`config.mk`:
```
export PLATFORM = sky130hd
export DESIGN_NAME = dsp_mac_tdm
export DESIGN_NICKNAME = d
export VERILOG_FILES = /design/src/rtl/dsp_mac_tdm_pkg.sv /design/src/rtl/dsp_mac_tdm_preadd_mult.sv /design/src/rtl/dsp_mac_tdm.sv
export SDC_FILE = /design/constraint.sdc
export NUM_CORES = 2
export LEC_CHECK = 0
export CAP_MARGIN = 30
export CORE_MARGIN = 2
export CORE_UTILIZATION = 50
export CTS_CLUSTER_DIAMETER = 60
export DETAILED_ROUTE_END_ITERATION = 10
export GPL_TIMING_DRIVEN = 0
export PLACE_DENSITY = 0.7
export SLEW_MARGIN = 20
export SYNTH_ARGS = -nofsm -noshare
export SYNTH_HDL_FRONTEND = slang
export SYNTH_HIERARCHICAL = 1
export SYNTH_SLANG_ARGS = --single-unit
```
`constraint.sdc`:
```
create_clock -name clk -period 8.64 [get_ports clk]
set_clock_uncertainty 0.05 [all_clocks]
set_input_delay 1.296 -clock clk [delete_from_list [all_inputs] [get_ports clk]]
set_output_delay 1.296 -clock clk [all_outputs]
set_load 0.01 [all_outputs]
```
`src/rtl/dsp_mac_tdm_pkg.sv`:
```
// rtl/dsp_mac_tdm_pkg.sv - shared op encoding, channel width and saturation helpers for dsp_mac_tdm
//
// Package dsp_pkg
//   OP_SUB / OP_PRE / OP_ACC : bit positions inside the 3-bit op field
//   calc_ch_w(nch)           : channel index width, never less than 1
//   saturate(neg, pw)        : most negative (neg=1) or most positive (neg=0) pw-bit
//                              two's-complement value, zero-padded to SAT_MAX_W bits
package dsp_pkg;

    localparam int OP_SUB    = 0;
    localparam int OP_PRE    = 1;
    localparam int OP_ACC    = 2;
    localparam int SAT_MAX_W = 128;

    function automatic int calc_ch_w(input int nch);
        return (nch > 1) ? $clog2(nch) : 1;
    endfunction

    function automatic logic [SAT_MAX_W-1:0] saturate(input logic neg, input int pw);
        logic [SAT_MAX_W-1:0] r;
        for (int i = 0; i < SAT_MAX_W; i++) begin
            if (i < pw - 1) begin
                r[i] = ~neg;
            end else if (i == pw - 1) begin
                r[i] = neg;
            end else begin
                r[i] = 1'b0;
            end
        end
        return r;
    endfunction

endpackage

```
`src/rtl/dsp_mac_tdm_preadd_mult.sv`:
```
// rtl/dsp_mac_tdm_preadd_mult.sv - operand registers, signed pre-adder and multiplier with optional M stage
//
// Module dsp_preadd_mult
//   clk     in   1                 clock, rising edge
//   rst     in   1                 asynchronous reset, active-high
//   load    in   1                 capture a/b/d/op_pre into the operand registers
//   a       in   A_W               signed multiplicand
//   b       in   B_W               signed pre-adder operand / bypass multiplier
//   d       in   B_W               signed pre-adder operand
//   op_pre  in   2                 [OP_SUB] subtract (d-b), [OP_PRE] use pre-adder (else b)
//   prod    out  A_W+B_W+1         signed product; registered when MREG=1, else combinational
module dsp_preadd_mult
    import dsp_pkg::*;
#(
    parameter int A_W  = 18,
    parameter int B_W  = 18,
    parameter int MREG = 1
) (
    input  logic               clk,
    input  logic               rst,
    input  logic               load,
    input  logic [A_W-1:0]     a,
    input  logic [B_W-1:0]     b,
    input  logic [B_W-1:0]     d,
    input  logic [1:0]         op_pre,
    output logic [A_W+B_W:0]   prod
);

    localparam int PRE_W  = B_W + 1;
    localparam int PROD_W = A_W + B_W + 1;

    logic [A_W-1:0] a_q, a_d;
    logic [B_W-1:0] b_q, b_d;
    logic [B_W-1:0] d_q, d_d;
    logic [1:0]     op_q, op_d;

    // Operand registers hold their contents when no sample is accepted.
    always_comb begin
        a_d  = a_q;
        b_d  = b_q;
        d_d  = d_q;
        op_d = op_q;
        if (load) begin
            a_d  = a;
            b_d  = b;
            d_d  = d;
            op_d = op_pre;
        end
    end

    always_ff @(posedge clk or posedge rst) begin
        if (rst) begin
            a_q  <= '0;
            b_q  <= '0;
            d_q  <= '0;
            op_q <= '0;
        end else begin
            a_q  <= a_d;
            b_q  <= b_d;
            d_q  <= d_d;
            op_q <= op_d;
        end
    end

    logic signed [PRE_W-1:0]  b_ext, d_ext, pre;
    logic signed [PROD_W-1:0] a_ext, pre_ext, prod_c;

    // Pre-adder is one bit wider than its operands so d+b / d-b never wrap.
    // Both multiplier operands are widened to the product width first, so the
    // truncated product equals the exact signed product.
    always_comb begin
        b_ext = {b_q[B_W-1], b_q};
        d_ext = {d_q[B_W-1], d_q};
        if (op_q[OP_PRE]) begin
            pre = op_q[OP_SUB] ? (d_ext - b_ext) : (d_ext + b_ext);
        end else begin
            pre = b_ext;
        end
        a_ext   = {{(PROD_W - A_W){a_q[A_W-1]}}, a_q};
        pre_ext = {{(PROD_W - PRE_W){pre[PRE_W-1]}}, pre};
        prod_c  = a_ext * pre_ext;
    end

    generate
        if (MREG != 0) begin : g_mreg
            logic [PROD_W-1:0] m_q, m_d;

            always_comb begin
                m_d = prod_c;
            end

            always_ff @(posedge clk or posedge rst) begin
                if (rst) begin
                    m_q <= '0;
                end else begin
                    m_q <= m_d;
                end
            end

            assign prod = m_q;
        end else begin : g_no_mreg
            assign prod = prod_c;
        end
    endgenerate

endmodule

```
`src/rtl/dsp_mac_tdm.sv`:
```
// rtl/dsp_mac_tdm.sv - signed pre-add/multiply/accumulate slice with NCH time-multiplexed accumulators
//
// Module dsp_mac_tdm (optional feature macro: DSP_MAC_SAT_EN, saturating post-add)
//   clk        in   1        clock, rising edge
//   rst        in   1        asynchronous reset, active-high
//   in_valid   in   1        sample qualifier
//   in_ch      in   CH_W     target accumulator channel; values >= NCH are dropped
//   a          in   A_W      signed multiplicand
//   b          in   B_W      signed pre-adder operand / bypass multiplier
//   d          in   B_W      signed pre-adder operand
//   op         in   3        [0] subtract d-b, [1] use pre-adder, [2] accumulate (else load)
//   clr        in   1        synchronous clear of all accumulators
//   out_valid  out  1        one pulse per accepted sample
//   out_ch     out  CH_W     channel of the result
//   p          out  P_W      new accumulator value
//   ovf        out  1        signed overflow of this result's post-add
module dsp_mac_tdm
    import dsp_pkg::*;
#(
    parameter int  A_W  = 18,
    parameter int  B_W  = 18,
    parameter int  P_W  = 48,
    parameter int  NCH  = 4,
    parameter int  MREG = 1,
    localparam int CH_W = calc_ch_w(NCH)
) (
    input  logic             clk,
    input  logic             rst,
    input  logic             in_valid,
    input  logic [CH_W-1:0]  in_ch,
    input  logic [A_W-1:0]   a,
    input  logic [B_W-1:0]   b,
    input  logic [B_W-1:0]   d,
    input  logic [2:0]       op,
    input  logic             clr,
    output logic             out_valid,
    output logic [CH_W-1:0]  out_ch,
    output logic [P_W-1:0]   p,
    output logic             ovf
);

    localparam int              PROD_W = A_W + B_W + 1;
    localparam logic [CH_W:0]   NCH_L  = (CH_W + 1)'(NCH);

    generate
        if (P_W < PROD_W) begin : g_pw_check
            $error("dsp_mac_tdm: P_W must be at least A_W+B_W+1");
        end
        if (NCH < 1) begin : g_nch_check
            $error("dsp_mac_tdm: NCH must be at least 1");
        end
    endgenerate

    logic accept;
    assign accept = in_valid && ({1'b0, in_ch} < NCH_L);

    logic [PROD_W-1:0] prod;

    dsp_preadd_mult #(
        .A_W  (A_W),
        .B_W  (B_W),
        .MREG (MREG)
    ) u_preadd_mult (
        .clk    (clk),
        .rst    (rst),
        .load   (accept),
        .a      (a),
        .b      (b),
        .d      (d),
        .op_pre (op[OP_PRE:OP_SUB]),
        .prod   (prod)
    );

    // Channel/accumulate tags travel beside the operands so they line up
    // with the product at the post-adder.
    logic            v1_q, v1_d;
    logic [CH_W-1:0] ch1_q, ch1_d;
    logic            acc1_q, acc1_d;

    always_comb begin
        v1_d   = accept;
        ch1_d  = ch1_q;
        acc1_d = acc1_q;
        if (accept) begin
            ch1_d  = in_ch;
            acc1_d = op[OP_ACC];
        end
    end

    always_ff @(posedge clk or posedge rst) begin
        if (rst) begin
            v1_q   <= 1'b0;
            ch1_q  <= '0;
            acc1_q <= 1'b0;
        end else begin
            v1_q   <= v1_d;
            ch1_q  <= ch1_d;
            acc1_q <= acc1_d;
        end
    end

    logic            v_s3;
    logic [CH_W-1:0] ch_s3;
    logic            acc_s3;

    generate
        if (MREG != 0) begin : g_tag_m
            logic            v2_q, v2_d;
            logic [CH_W-1:0] ch2_q, ch2_d;
            logic            acc2_q, acc2_d;

            always_comb begin
                v2_d   = v1_q;
                ch2_d  = ch1_q;
                acc2_d = acc1_q;
            end

            always_ff @(posedge clk or posedge rst) begin
                if (rst) begin
                    v2_q   <= 1'b0;
                    ch2_q  <= '0;
                    acc2_q <= 1'b0;
                end else begin
                    v2_q   <= v2_d;
                    ch2_q  <= ch2_d;
                    acc2_q <= acc2_d;
                end
            end

            assign v_s3   = v2_q;
            assign ch_s3  = ch2_q;
            assign acc_s3 = acc2_q;
        end else begin : g_tag_direct
            assign v_s3   = v1_q;
            assign ch_s3  = ch1_q;
            assign acc_s3 = acc1_q;
        end
    endgenerate

    logic [P_W-1:0]          acc_q [NCH];
    logic [P_W-1:0]          acc_d [NCH];
    logic signed [PROD_W-1:0] prod_s;
    logic [P_W-1:0]          prod_ext, acc_sel, acc_in, sum, res;
    logic                    ovf_c;
`ifdef DSP_MAC_SAT_EN
    logic [SAT_MAX_W-1:0]    sat_val;
`endif

    assign prod_s = prod;

    // Post-adder. The bank is read and written in this same stage, so a
    // same-channel sample one cycle behind sees this result directly.
    // A coincident clr turns the sample into a load.
    always_comb begin
        acc_sel = '0;
        for (int i = 0; i < NCH; i++) begin
            if (ch_s3 == CH_W'(i)) begin
                acc_sel = acc_q[i];
            end
        end
        acc_in   = (acc_s3 && !clr) ? acc_sel : '0;
        prod_ext = P_W'(prod_s);
        sum      = acc_in + prod_ext;
        ovf_c    = (acc_in[P_W-1] == prod_ext[P_W-1]) && (sum[P_W-1] != acc_in[P_W-1]);
        res      = sum;
`ifdef DSP_MAC_SAT_EN
        // On overflow both operands share a sign; clamp toward it.
        sat_val = saturate(acc_in[P_W-1], P_W);
        if (ovf_c) begin
            res = sat_val[P_W-1:0];
        end
`endif
    end

    // clr wipes every channel; a valid sample in this stage writes after it.
    always_comb begin
        for (int i = 0; i < NCH; i++) begin
            acc_d[i] = clr ? '0 : acc_q[i];
        end
        if (v_s3) begin
            for (int i = 0; i < NCH; i++) begin
                if (ch_s3 == CH_W'(i)) begin
                    acc_d[i] = res;
                end
            end
        end
    end

    always_ff @(posedge clk or posedge rst) begin
        if (rst) begin
            for (int i = 0; i < NCH; i++) begin
                acc_q[i] <= '0;
            end
        end else begin
            for (int i = 0; i < NCH; i++) begin
                acc_q[i] <= acc_d[i];
            end
        end
    end

    logic            out_valid_q, out_valid_d;
    logic [CH_W-1:0] out_ch_q, out_ch_d;
    logic [P_W-1:0]  p_q, p_d;
    logic            ovf_q, ovf_d;

    // Bubbles leave the last result on p/out_ch/ovf.
    always_comb begin
        out_valid_d = v_s3;
        out_ch_d    = out_ch_q;
        p_d         = p_q;
        ovf_d       = ovf_q;
        if (v_s3) begin
            out_ch_d = ch_s3;
            p_d      = res;
            ovf_d    = ovf_c;
        end
    end

    always_ff @(posedge clk or posedge rst) begin
        if (rst) begin
            out_valid_q <= 1'b0;
            out_ch_q    <= '0;
            p_q         <= '0;
            ovf_q       <= 1'b0;
        end else begin
            out_valid_q <= out_valid_d;
            out_ch_q    <= out_ch_d;
            p_q         <= p_d;
            ovf_q       <= ovf_d;
        end
    end

    assign out_valid = out_valid_q;
    assign out_ch    = out_ch_q;
    assign p         = p_q;
    assign ovf       = ovf_q;

endmodule
```
==> results.yml <==
synth:
  synth_top_cell_by_area: "dfrtp_1"
  synthArstFlopShare_pct: 100.0
  syn_avg_cell_area_sq_um: 9.747
  ys_ff_latch: 345
  synth_area_sq_um: 31660
  synth_flop_cell: "dfrtp_1"
  yosysSeqAreaShare_pct: 27.27
  yosysWarningCount: 6
  ys_top_cells_by_area: "dfrtp_1, fa_1, ha_1, inv_1, nand2_1"
  ys_types: 91
  synth_cells: 3248
  synth_fp_nets: 3815
  synth_top_area_share_pct: 27.27
  synth_edf_count: 0
timing:
  rsz0062_at_grt: "yes"
  finalCriticalPeriod_ns: 9.046
  slew_headroom_pct: 36.24
  setup_viol: 13
  post-route-period-util_pct: 104.7
  clock.fmax_mhz: 110.5
  slew_viol_final: 0
  worst_slack_ns: -0.4057
  hold_viol_final: 0
  worst_pin_slew_ns: 0.9565
die:
  die_x_um: 255.6
  initial_utilization_pct: 50.37
  die_h_um: 255.6
  core_area_sq_um: 62850
  rows: 92
  dieArea_sq_um: 65350
  io_pins: 115
worst_setup_path:
  slowest_delay_ns: 0.60
  critPathCaptureType: "flip-flop"
  reg2reg_to: "u_preadd_mult/prod[36]$_DFF_PP0_"
  arrival_ns: 9.40
  crit_type: "reg2reg"
  crit_required_ns: 8.99
  start_kind: "flip-flop"
  crit_top_cell: "fa_1"
  r2r_cells: 34
  cp_slowest_cell: "fa_1"
  crit_family: "adder cells"
  r2r-start: "u_preadd_mult/b_q[5]$_DFFE_PP0P_"
  timing.reg2reg.setup_slack_ns: -0.41
  critical_path_peak_fanout: 10
  cp_num_buf_inv: 8
global_routing:
  globalRouteOverflowTotal: 0
  grt_pass1_vias: 26090
  grt_pass1_wl_um: 143600
  grt_max_degree: 96
  antenna_found_initial: 0
  grt.total_usage_pct: 27.71
status:
  violations: "setup timing"
  outcome: "finished with violations"
place:
  io_buffers: 113
  dp_cells: 4212
  gp_congestion: 0.9640
  post-dp-hpwl_um: 69900
route:
  ant_nets: 0
  drt_iter0_drc: 1829
  via_count: 24910
  drc: 0
  first_pass_iters: 7
  drt_wl_total_um: 89980
  avgViaCountPerCell: 5.711
  wl_per_cell_um: 20.63
min_path:
  hp-class: "reg2reg"
  min_path_cells: 0
  hold_start: "g_tag_m.v2_d$_DFF_PP0_"
  holdPathEnd: "g_tag_m.v2_q$_DFF_PP0_"
finish:
  syn2layout_area_growth_pct: 16.53
  nets: 4051
  fin_util_pct: 58.70
  drive_above_1_share_pct: 13.17
  finalNonFillerCells: 4362
  antennaDiodeCount: 0
clock_network:
  clockRootBuffer: "clkbuf_16"
  cts_tree: "built"
  clock-sinks: 345
  holdBufCountCts: 0
  clk_pin_slew_ns: 0.06
  htree_num_levels: 2
  clk_latency_ns: 0.58
  cts_buffer_depth: 3
  cts_buffers: 41
job:
  cap_violations: 0
[worst reg2reg max path: cells and delay by family, from the launching register on]
kind	cells	cell delay, ns
AND/OR/NAND/NOR	9	2.34
flip-flops	1	0.41
XOR/XNOR	1	0.17
adder cells (fa/ha/maj)	8	3.64
buffers and inverters	8	0.98
AO/OA/AOI/OAI	8	1.26
[placed cells by master (no fill, tap or decap), types with 12 or more instances in the layout]
cell and instances:
inv_1 415, nand2_1 355, dfrtp_1 341, fa_1 333, o21ai_0 205, clkbuf_1 152, ha_1 143, and2_1 128
clkdlybuf4s50_1 113, nand3b_1 108, a21oi_1 96, nor2_1 86, xnor2_1 72, nor2b_1 70, buf_4 70, mux2_2 66
a21o_1 57, mux4_2 48, clkbuf_16 42, a22o_1 39, xor2_1 34, o21a_1 31, nor3_1 26, nand3_1 22
nand2b_1 21, a31oi_1 20, o21ai_1 19, and3_1 18, o211ai_1 17, o31ai_1 16, ha_4 15, or2_2 13
nand4_1 12, a21oi_2 12
[per-layer routing]
metal / GRT usage (%) / up-vias / share of wire (%)
met4: 11.09 / 0 / 4.3
met1: 35.18 / 12520 / 41
met2: 48.00 / 945 / 49
li1: - / 11220 / -
met5: 0 / - / 0
met3: 3.773 / 225 / 6.1
[how the worst max path moves through the flow]
stage / from / endpoint / slack (ns) / depth (start not counted)
after global routing: u_preadd_mult/b_q[5]$_DFFE_PP0P_ / u_preadd_mult/prod[36]$_DFF_PP0_ / -0.69 / 35
after floorplan: u_preadd_mult/b_q[2]$_DFFE_PP0P_ / u_preadd_mult/prod[36]$_DFF_PP0_ / 0.04 / 33
final: u_preadd_mult/b_q[5]$_DFFE_PP0P_ / u_preadd_mult/prod[36]$_DFF_PP0_ / -0.41 / 34
after CTS: u_preadd_mult/b_q[5]$_DFFE_PP0P_ / u_preadd_mult/prod[32]$_DFF_PP0_ / -0.39 / 31
after global placement: rst / p[31]$_DFFE_PP0P_ / -3.07 / 2
after detailed placement: u_preadd_mult/op_q[0]$_DFFE_PP0P_ / u_preadd_mult/prod[36]$_DFF_PP0_ / -1.71 / 30
[cell families (layout without fill, tap and decap cells)]
| kind of cell | after synthesis | in the layout | share of synthesized area [%] |
|---|---|---|---|
| multiplexers | 127 | 127 | 6.205 |
| buffers and inverters | 606 | 874 | 7.280 |
| flip-flops | 345 | 345 | 27.27 |
| XOR/XNOR | 113 | 113 | 3.221 |
| adder cells (fa/ha/maj) | 505 | 505 | 28.04 |
| AND/OR/NAND/NOR | 934 | 934 | 15.45 |
| AO/OA/AOI/OAI | 618 | 618 | 12.54 |
[state kept, by name, indices dropped and copies added, names as in the netlist, 2 cells and up]
name / cells
acc_q: 192
p: 48
u_preadd_mult/prod: 37
u_preadd_mult/a_q: 18
u_preadd_mult/b_q: 18
u_preadd_mult/d_q: 18
ch1_q: 2
ch_s3: 2
out_ch: 2
u_preadd_mult/op_q: 2
[through the flow]
stage	cell area, sq um	worst slack (ns)	hold slack (ns)	setup TNS, ns
5_1_grt	36890	-0.6863	0.3205	-7.238
6_report	36890	-0.4057	0.2982	-2.798
4_1_cts	36350	-0.3938	0.3001	-3.264
3_3_place_gp	33870	-3.074	0.2814	-788.47
3_5_place_dp	34000	-1.706	0.2864	-24.17
2_1_floorplan	31680	0.03920	0.2812	0
[Yosys cell counts (67+ instances only)]
cell type	n
a21oi_1	112
and2_1	132
clkbuf_1	154
dfrtp_1	345
fa_1	341
ha_1	163
inv_1	430
mux2_2	67
nand2_1	358
nand3b_1	108
nor2_1	92
nor2b_1	70
o21ai_0	222
xnor2_1	74
[repair_timing]
item                       in CTS  in global routing
buffers inserted               50                 28
resized for setup             130                 78
cloned                          0                  0
setup endpoints to repair      23                 20
pin swaps                      67                 55
[area by class of cell]
cell class              count  area (sq um)
well taps                 846          1059
flip-flops and latches    345          8638
multi-input cells        2297         21550
clock buffers              57          1167
plain buffers             172         704.4
inverters                 431          1638
clock inverters            18         240.2
repair buffers            196          1897
fillers                  5466         25960
Power is left out: the tool's default activity adds up to more than one toggle a clock period on the data nets, which glitch-free logic cannot reach.
